--- config.mk ---
export PLATFORM = sky130hd
export DESIGN_NAME = axi_slave_read_responder
export DESIGN_NICKNAME = d
export VERILOG_FILES = /design/src/rtl/axi_slave_read_responder.sv
export SDC_FILE = /design/constraint.sdc
export NUM_CORES = 1
export LEC_CHECK = 0
export CORE_MARGIN = 2
export CORE_UTILIZATION = 50
export DETAILED_ROUTE_END_ITERATION = 8
export PLACE_DENSITY = 0.75
export SLEW_MARGIN = 15
export SYNTH_ARGS = -nofsm -noshare
export SYNTH_HDL_FRONTEND = slang
export SYNTH_SLANG_ARGS = --single-unit
--- constraint.sdc ---
create_clock -name AClk -period 9 [get_ports AClk]
set_input_delay 2.7 -clock AClk [delete_from_list [all_inputs] [get_ports AClk]]
set_output_delay 2.7 -clock AClk [all_outputs]
set_load 0.02 [all_outputs]
--- src/rtl/axi_slave_read_responder.sv ---
// AXI read-channel slave: accepts one AR burst at a time, walks FIXED/INCR/WRAP
// addresses into a 1-cycle-latency backend and returns R beats via a 2-entry buffer.
module axi_slave_read_responder #(
   parameter int unsigned addr_width     = 32,
   parameter int unsigned data_width     = 64,
   parameter int unsigned mem_addr_width = 16
) (
   input  logic                      AClk,
   input  logic                      ARst,
   input  logic [7:0]                ARID,
   input  logic [addr_width-1:0]     ARADDR,
   input  logic [7:0]                ARLEN,
   input  logic [2:0]                ARSIZE,
   input  logic [1:0]                ARBURST,
   input  logic [1:0]                ARLOCK,
   input  logic [1:0]                ARCACHE,
   input  logic [2:0]                ARPROT,
   input  logic                      ARVALID,
   output logic                      ARREADY,
   output logic [7:0]                RID,
   output logic [data_width-1:0]     RDATA,
   output logic [1:0]                RRESP,
   output logic                      RLAST,
   output logic                      RVALID,
   input  logic                      RREADY,
   output logic                      mem_rd_en,
   output logic [mem_addr_width-1:0] mem_addr,
   input  logic [data_width-1:0]     mem_rdata,
   output logic                      busy
);

   localparam int unsigned BYTES = data_width / 8;
   localparam int unsigned LB    = $clog2(BYTES);

   localparam logic [1:0] BURST_FIXED = 2'b00;
   localparam logic [1:0] BURST_INCR  = 2'b01;
   localparam logic [1:0] BURST_WRAP  = 2'b10;
   localparam logic [1:0] BURST_RSVD  = 2'b11;
   localparam logic [1:0] RESP_OKAY   = 2'b00;
   localparam logic [1:0] RESP_SLVERR = 2'b10;

   typedef enum logic [1:0] {IDLE, BURST, DRAIN} state_t;

   state_t                  state_q, state_d;
   logic                    arready_q, arready_d;
   logic                    busy_q, busy_d;
   logic [7:0]              rid_q, rid_d;
   logic [addr_width-1:0]   addr_q, addr_d;
   logic [7:0]              len_q, len_d;
   logic [2:0]              size_q, size_d;
   logic [1:0]              burst_q, burst_d;
   logic                    err_q, err_d;
   logic [8:0]              rem_q, rem_d;
   logic                    inflight_q, inflight_d;
   logic                    inflight_last_q, inflight_last_d;
   logic [data_width-1:0]   head_data_q, head_data_d, tail_data_q, tail_data_d;
   logic [1:0]              head_resp_q, head_resp_d, tail_resp_q, tail_resp_d;
   logic                    head_last_q, head_last_d, tail_last_q, tail_last_d;
   logic                    head_vld_q, head_vld_d, tail_vld_q, tail_vld_d;

   logic                    pop;
   logic                    slot;
   logic [1:0]              occ;
   logic [data_width-1:0]   wr_data;
   logic [1:0]              wr_resp;
   logic [addr_width-1:0]   step, wrap_mask, incr_addr, next_addr;
   logic [addr_width-1:0]   ar_align_mask;
   logic                    ar_wrap_len_ok, ar_err;
   logic                    unused_sideband;

   assign unused_sideband = ^{ARLOCK, ARCACHE, ARPROT};

   // Next beat address for the captured burst
   always_comb begin
      step      = addr_width'(1) << size_q;
      wrap_mask = ((addr_width'(len_q) + addr_width'(1)) << size_q) - addr_width'(1);
      incr_addr = addr_q + step;
      case (burst_q)
         BURST_INCR: next_addr = incr_addr;
         BURST_WRAP: next_addr = (addr_q & ~wrap_mask) | (incr_addr & wrap_mask);
         default:    next_addr = addr_q;
      endcase
   end

   // Request legality, judged once at capture
   always_comb begin
      ar_align_mask  = (addr_width'(1) << ARSIZE) - addr_width'(1);
      ar_wrap_len_ok = (ARLEN == 8'd1) || (ARLEN == 8'd3) || (ARLEN == 8'd7) || (ARLEN == 8'd15);
      ar_err = (ARBURST == BURST_RSVD) || (32'(ARSIZE) > LB) ||
               ((ARBURST == BURST_WRAP) && (!ar_wrap_len_ok || ((ARADDR & ar_align_mask) != '0)));
   end

   // Issue slots are granted only when the eventual write cannot overflow the buffer
   always_comb begin
      pop     = head_vld_q & RREADY;
      occ     = 2'(head_vld_q) + 2'(tail_vld_q) + 2'(inflight_q);
      slot    = (state_q == BURST) && ((occ < 2'd2) || ((occ == 2'd2) && pop));
      wr_data = err_q ? '0 : mem_rdata;
      wr_resp = err_q ? RESP_SLVERR : RESP_OKAY;
   end

   // Control FSM next state
   always_comb begin
      state_d         = state_q;
      rid_d           = rid_q;
      addr_d          = addr_q;
      len_d           = len_q;
      size_d          = size_q;
      burst_d         = burst_q;
      err_d           = err_q;
      rem_d           = rem_q;
      inflight_d      = 1'b0;
      inflight_last_d = 1'b0;
      case (state_q)
         IDLE: begin
            if (ARVALID && arready_q) begin
               rid_d   = ARID;
               addr_d  = ARADDR;
               len_d   = ARLEN;
               size_d  = ARSIZE;
               burst_d = ARBURST;
               err_d   = ar_err;
               rem_d   = 9'(ARLEN) + 9'd1;
               state_d = BURST;
            end
         end
         BURST: begin
            if (slot) begin
               rem_d           = rem_q - 9'd1;
               addr_d          = next_addr;
               inflight_d      = 1'b1;
               inflight_last_d = (rem_q == 9'd1);
               if (rem_q == 9'd1) state_d = DRAIN;
            end
         end
         DRAIN: begin
            if (pop && head_last_q) state_d = IDLE;
         end
         default: state_d = IDLE;
      endcase
      arready_d = (state_d == IDLE);
      busy_d    = (state_d != IDLE);
   end

   // Two-entry return buffer; head drives the R channel and reads as zero when empty
   always_comb begin
      head_data_d = head_data_q;
      head_resp_d = head_resp_q;
      head_last_d = head_last_q;
      head_vld_d  = head_vld_q;
      tail_data_d = tail_data_q;
      tail_resp_d = tail_resp_q;
      tail_last_d = tail_last_q;
      tail_vld_d  = tail_vld_q;
      case ({head_vld_q, tail_vld_q})
         2'b00: begin
            if (inflight_q) begin
               head_data_d = wr_data;
               head_resp_d = wr_resp;
               head_last_d = inflight_last_q;
               head_vld_d  = 1'b1;
            end
         end
         2'b10: begin
            if (pop && inflight_q) begin
               head_data_d = wr_data;
               head_resp_d = wr_resp;
               head_last_d = inflight_last_q;
            end else if (pop) begin
               head_data_d = '0;
               head_resp_d = '0;
               head_last_d = 1'b0;
               head_vld_d  = 1'b0;
            end else if (inflight_q) begin
               tail_data_d = wr_data;
               tail_resp_d = wr_resp;
               tail_last_d = inflight_last_q;
               tail_vld_d  = 1'b1;
            end
         end
         2'b11: begin
            if (pop) begin
               head_data_d = tail_data_q;
               head_resp_d = tail_resp_q;
               head_last_d = tail_last_q;
               if (inflight_q) begin
                  tail_data_d = wr_data;
                  tail_resp_d = wr_resp;
                  tail_last_d = inflight_last_q;
               end else begin
                  tail_data_d = '0;
                  tail_resp_d = '0;
                  tail_last_d = 1'b0;
                  tail_vld_d  = 1'b0;
               end
            end
         end
         default: ;
      endcase
   end

   always_ff @(posedge AClk) begin
      if (!ARst) begin
         state_q         <= IDLE;
         arready_q       <= 1'b0;
         busy_q          <= 1'b0;
         rid_q           <= '0;
         addr_q          <= '0;
         len_q           <= '0;
         size_q          <= '0;
         burst_q         <= BURST_FIXED;
         err_q           <= 1'b0;
         rem_q           <= '0;
         inflight_q      <= 1'b0;
         inflight_last_q <= 1'b0;
         head_data_q     <= '0;
         head_resp_q     <= '0;
         head_last_q     <= 1'b0;
         head_vld_q      <= 1'b0;
         tail_data_q     <= '0;
         tail_resp_q     <= '0;
         tail_last_q     <= 1'b0;
         tail_vld_q      <= 1'b0;
      end else begin
         state_q         <= state_d;
         arready_q       <= arready_d;
         busy_q          <= busy_d;
         rid_q           <= rid_d;
         addr_q          <= addr_d;
         len_q           <= len_d;
         size_q          <= size_d;
         burst_q         <= burst_d;
         err_q           <= err_d;
         rem_q           <= rem_d;
         inflight_q      <= inflight_d;
         inflight_last_q <= inflight_last_d;
         head_data_q     <= head_data_d;
         head_resp_q     <= head_resp_d;
         head_last_q     <= head_last_d;
         head_vld_q      <= head_vld_d;
         tail_data_q     <= tail_data_d;
         tail_resp_q     <= tail_resp_d;
         tail_last_q     <= tail_last_d;
         tail_vld_q      <= tail_vld_d;
      end
   end

   assign ARREADY   = arready_q;
   assign busy      = busy_q;
   assign RID       = rid_q;
   assign RDATA     = head_data_q;
   assign RRESP     = head_resp_q;
   assign RLAST     = head_last_q;
   assign RVALID    = head_vld_q;
   assign mem_rd_en = slot && !err_q;
   assign mem_addr  = mem_addr_width'(addr_q >> LB);

endmodule

==> summary.md <==
| Metric | Value |
|---|---|
| Worst Hold Path Cells | `2` |
| Syn Std Cell Area | `10400 um2` |
| Clock latency reported for the late side of the worst-skew pair | `0.44 ns` |
| Total DRC errors in the routed layout | `0` |
| Cells resized by post-CTS repair | `0` |
| Area Growth Syn to Fin | `25.2%` |
| Number of optimization iterations in the first detailed-route pass | `5` |
| Share of the clock period used by the worst path | `0.786` |
| Post-CTS Setup Inserts | `0` |
| IR drop worst, VDD | `0.143 mV` |
| Wire length of the first global-routing pass | `49900 um` |
| Number of global-route vias before repair | `9803` |
| Critical register-to-register path startpoint | `size_q[2]$_SDFFE_PN0P_` |
| Endpoints failing setup | `0` |
| Mean area per synthesized cell | `7.88 um2` |
| Max-cap violations | `0` |
| Antenna violations before repair | `0` |
| Clk Tree Root Cell | `clkbuf_16` |
| Synthesized netlist cell count | `1324` |
| Number of flip-flops and latches in the synthesized netlist | `190` |
| Clock sink count | `190` |
| Unrepaired setup endpoints after global routing | `no` |
| Commonest non-fill, non-tap cells in the layout | `209 x clkdlybuf4s50_1, 192 x nor2_1, 189 x dfxtp_1, 134 x a21oi_1, 105 x nand2_1` |
| Share of cells above drive strength 1 | `0.0506` |
| Clock period minus worst slack | `7.08 ns` |
| Hold Buf Count CTS | `0` |
| Clock buffer depth | `2` |
| Count of cell types in the netlist | `75` |
| Pre-CTS WS | `1.92 ns` |
| Launch point of the worst hold path | `RID[3]$_SDFFE_PN0P_` |
| DR vias | `10500` |
| Leading cell type in the layout, fill and taps excluded | `clkdlybuf4s50_1` |
| Sequential-to-total area share from yosys stat | `0.365` |
| TritonCTS clock tree | `yes` |
| Setup slack on the worst flop-to-flop path | `4.55 ns` |
| Routed len/inst | `18.1 um` |
| Worst reg-to-reg path cell count | `11` |
| Setup_tns | `0 ns` |
| Class of the tightest hold or removal check | `register to register` |
| Post-detailed-route via-to-cell ratio | `6.12` |
| Required time at the worst-slack endpoint | `6.30 ns` |
| Biggest fanout along the worst timing path | `7` |
| Minimum setup slack in the final design | `1.92 ns` |
| # diodes | `0` |
| Aggregate global-route resource usage | `0.276` |
| Critical path startpoint category | `primary input` |
| DIE AREA | `22000 um2` |
| Maximum number of pins on one net before global-route repair | `116` |
| Post-DRT Antenna Nets | `0` |
| Final nets | `1576` |
| Hold-critical path endpoint | `RID[3]$_SDFFE_PN0P_` |
| Number of hold violations in the final report | `0` |
| Final RePlAce weighted congestion | `0.914` |
| Slew at the pin closest to its max-slew limit | `1.06 ns` |
| Leak pwr | `4.35 nW` |
| Initial Util | `0.512` |
| Primary flip-flop cell chosen by synthesis mapping | `dfxtp_1` |
| Number of top-level design ports | `223` |
| First-iteration detailed-routing DRC count | `779` |
| Critical setup path kind | `primary input to primary output` |
| Share of flip-flops with an asynchronous set or reset after synthesis | `0` |
| Maximum achievable frequency | `141 MHz` |
| Chip height | `148 um` |
| Floorplan row count | `52` |
| Core area | `20400 um2` |
| Result of the run | `completed` |
| Largest clock skew in the final design | `0.0149 ns` |
| Number of inserted filler cells in the final layout | `1811` |
| Cts bufs inserted | `17` |
| Crit end category | `primary output` |
| Maximum level of the CTS H-tree | `4` |
| Overall routed net length | `31000 um` |
| Max-slew violation count | `0` |
| PortBufs | `209` |
| Post-synthesis net count | `1471` |
| Max transition margin | `0.291` |
| Critical path arrival | `4.38 ns` |
| Yosys warnings | `0` |
| HPWL after detailed placement | `20000 um` |
| Clock transition time at the flip-flop clock pins of the worst setup and hold paths | `0.07 ns` |
| PD cells | `167 nW/um2` |
| EDFF count, synth | `0` |
| Remaining global-route overflow | `0` |
| Chip width | `148 um` |
==> power by group <==
part / switching [mW] / internal, mW / total, mW / leakage (nW)
clock network: 0.379 / 0.406 / 0.785 / 0.286
logic: 0.257 / 0.210 / 0.468 / 2.52
registers: 0.0404 / 0.885 / 0.925 / 1.54
==> cell usage after synthesis, types with 26 or more instances <==
cell type / count / area [um2]
nand3_1: 26 / 130
clkbuf_1: 106 / 398
a21oi_1: 134 / 671
nor2_1: 193 / 724
a32oi_1: 68 / 596
o21ai_0: 38 / 190
dfxtp_1: 190 / 3800
nor3_1: 26 / 130
a211oi_1: 81 / 608
nor4b_1: 66 / 578
inv_1: 26 / 97.6
nand2_1: 106 / 398
==> registers in the layout, summed over array words and instances, names as in the netlist, 2 cells and up, named ones only <==
register     count
RDATA           64
size_q           3
rem_q            9
tail_data_q     64
state_q          2
len_q            8
RID              8
burst_q          2
==> layout make-up <==
| class | instances | area [um2] | area share |
|---|---|---|---|
| multi-input cells | 967 | 5970 | 0.458 |
| clock buffers | 18 | 439 | 0.0336 |
| well taps | 270 | 338 | 0.0259 |
| inverters | 28 | 110 | 0.00843 |
| flip-flops and latches | 190 | 3800 | 0.291 |
| clock inverters | 14 | 176 | 0.0135 |
| repair buffers | 225 | 2210 | 0.169 |
==> routing by layer <==
metal  share of wire  vias up  track usage  wire length (um)
met5               0        -            0                 0
met4           0.020        0       0.0833               625
met3           0.085       46       0.0840              2640
met2            0.47      360        0.442             14500
met1            0.43     4940        0.360             13300
li1                -     5127            -                 -
==> worst max-delay path: stages <==
cell             delay [ns]
clkdlybuf4s50_1        0.58
a31o_2                 0.21
nand2_1                0.11
nor2_1                 0.12
clkdlybuf4s50_1        0.66
==> metrics by stage <==
step,total power [mW],instances,hold slack (ns),instance area [um2],util
finish,2.18,1712,0.455,13100,0.641
global route,2.27,1712,0.476,13100,0.641
CTS,2.19,1712,0.458,13100,0.641
detailed placement,1.41,1680,0.448,12400,0.611
global placement,1.40,1680,0.442,12400,0.611
floorplan,1.23,1324,0.436,10400,-
==> logic make-up (layout without fill, tap and decap cells) <==
group,after synthesis,after routing,share of synthesized area
simple gates,491,491,0.238
compound gates,422,422,0.276
flops,190,190,0.365
buf+inv,167,285,0.0672
xor+xnor,28,28,0.0235
fa+ha+maj,19,19,0.0242
mux,6,6,0.00576
other cells,1,1,0.000360
==> worst max path at each step <==
stage	end	slack (ns)	startpoint
after floorplan	mem_rd_en	3.05	RREADY
after global placement	mem_rd_en	1.93	RREADY
after detailed placement	mem_rd_en	1.92	RREADY
after CTS	mem_rd_en	1.90	RREADY
after global routing	mem_rd_en	1.81	RREADY
final	mem_rd_en	1.92	RREADY
Power figures use the tool's default switching activity.
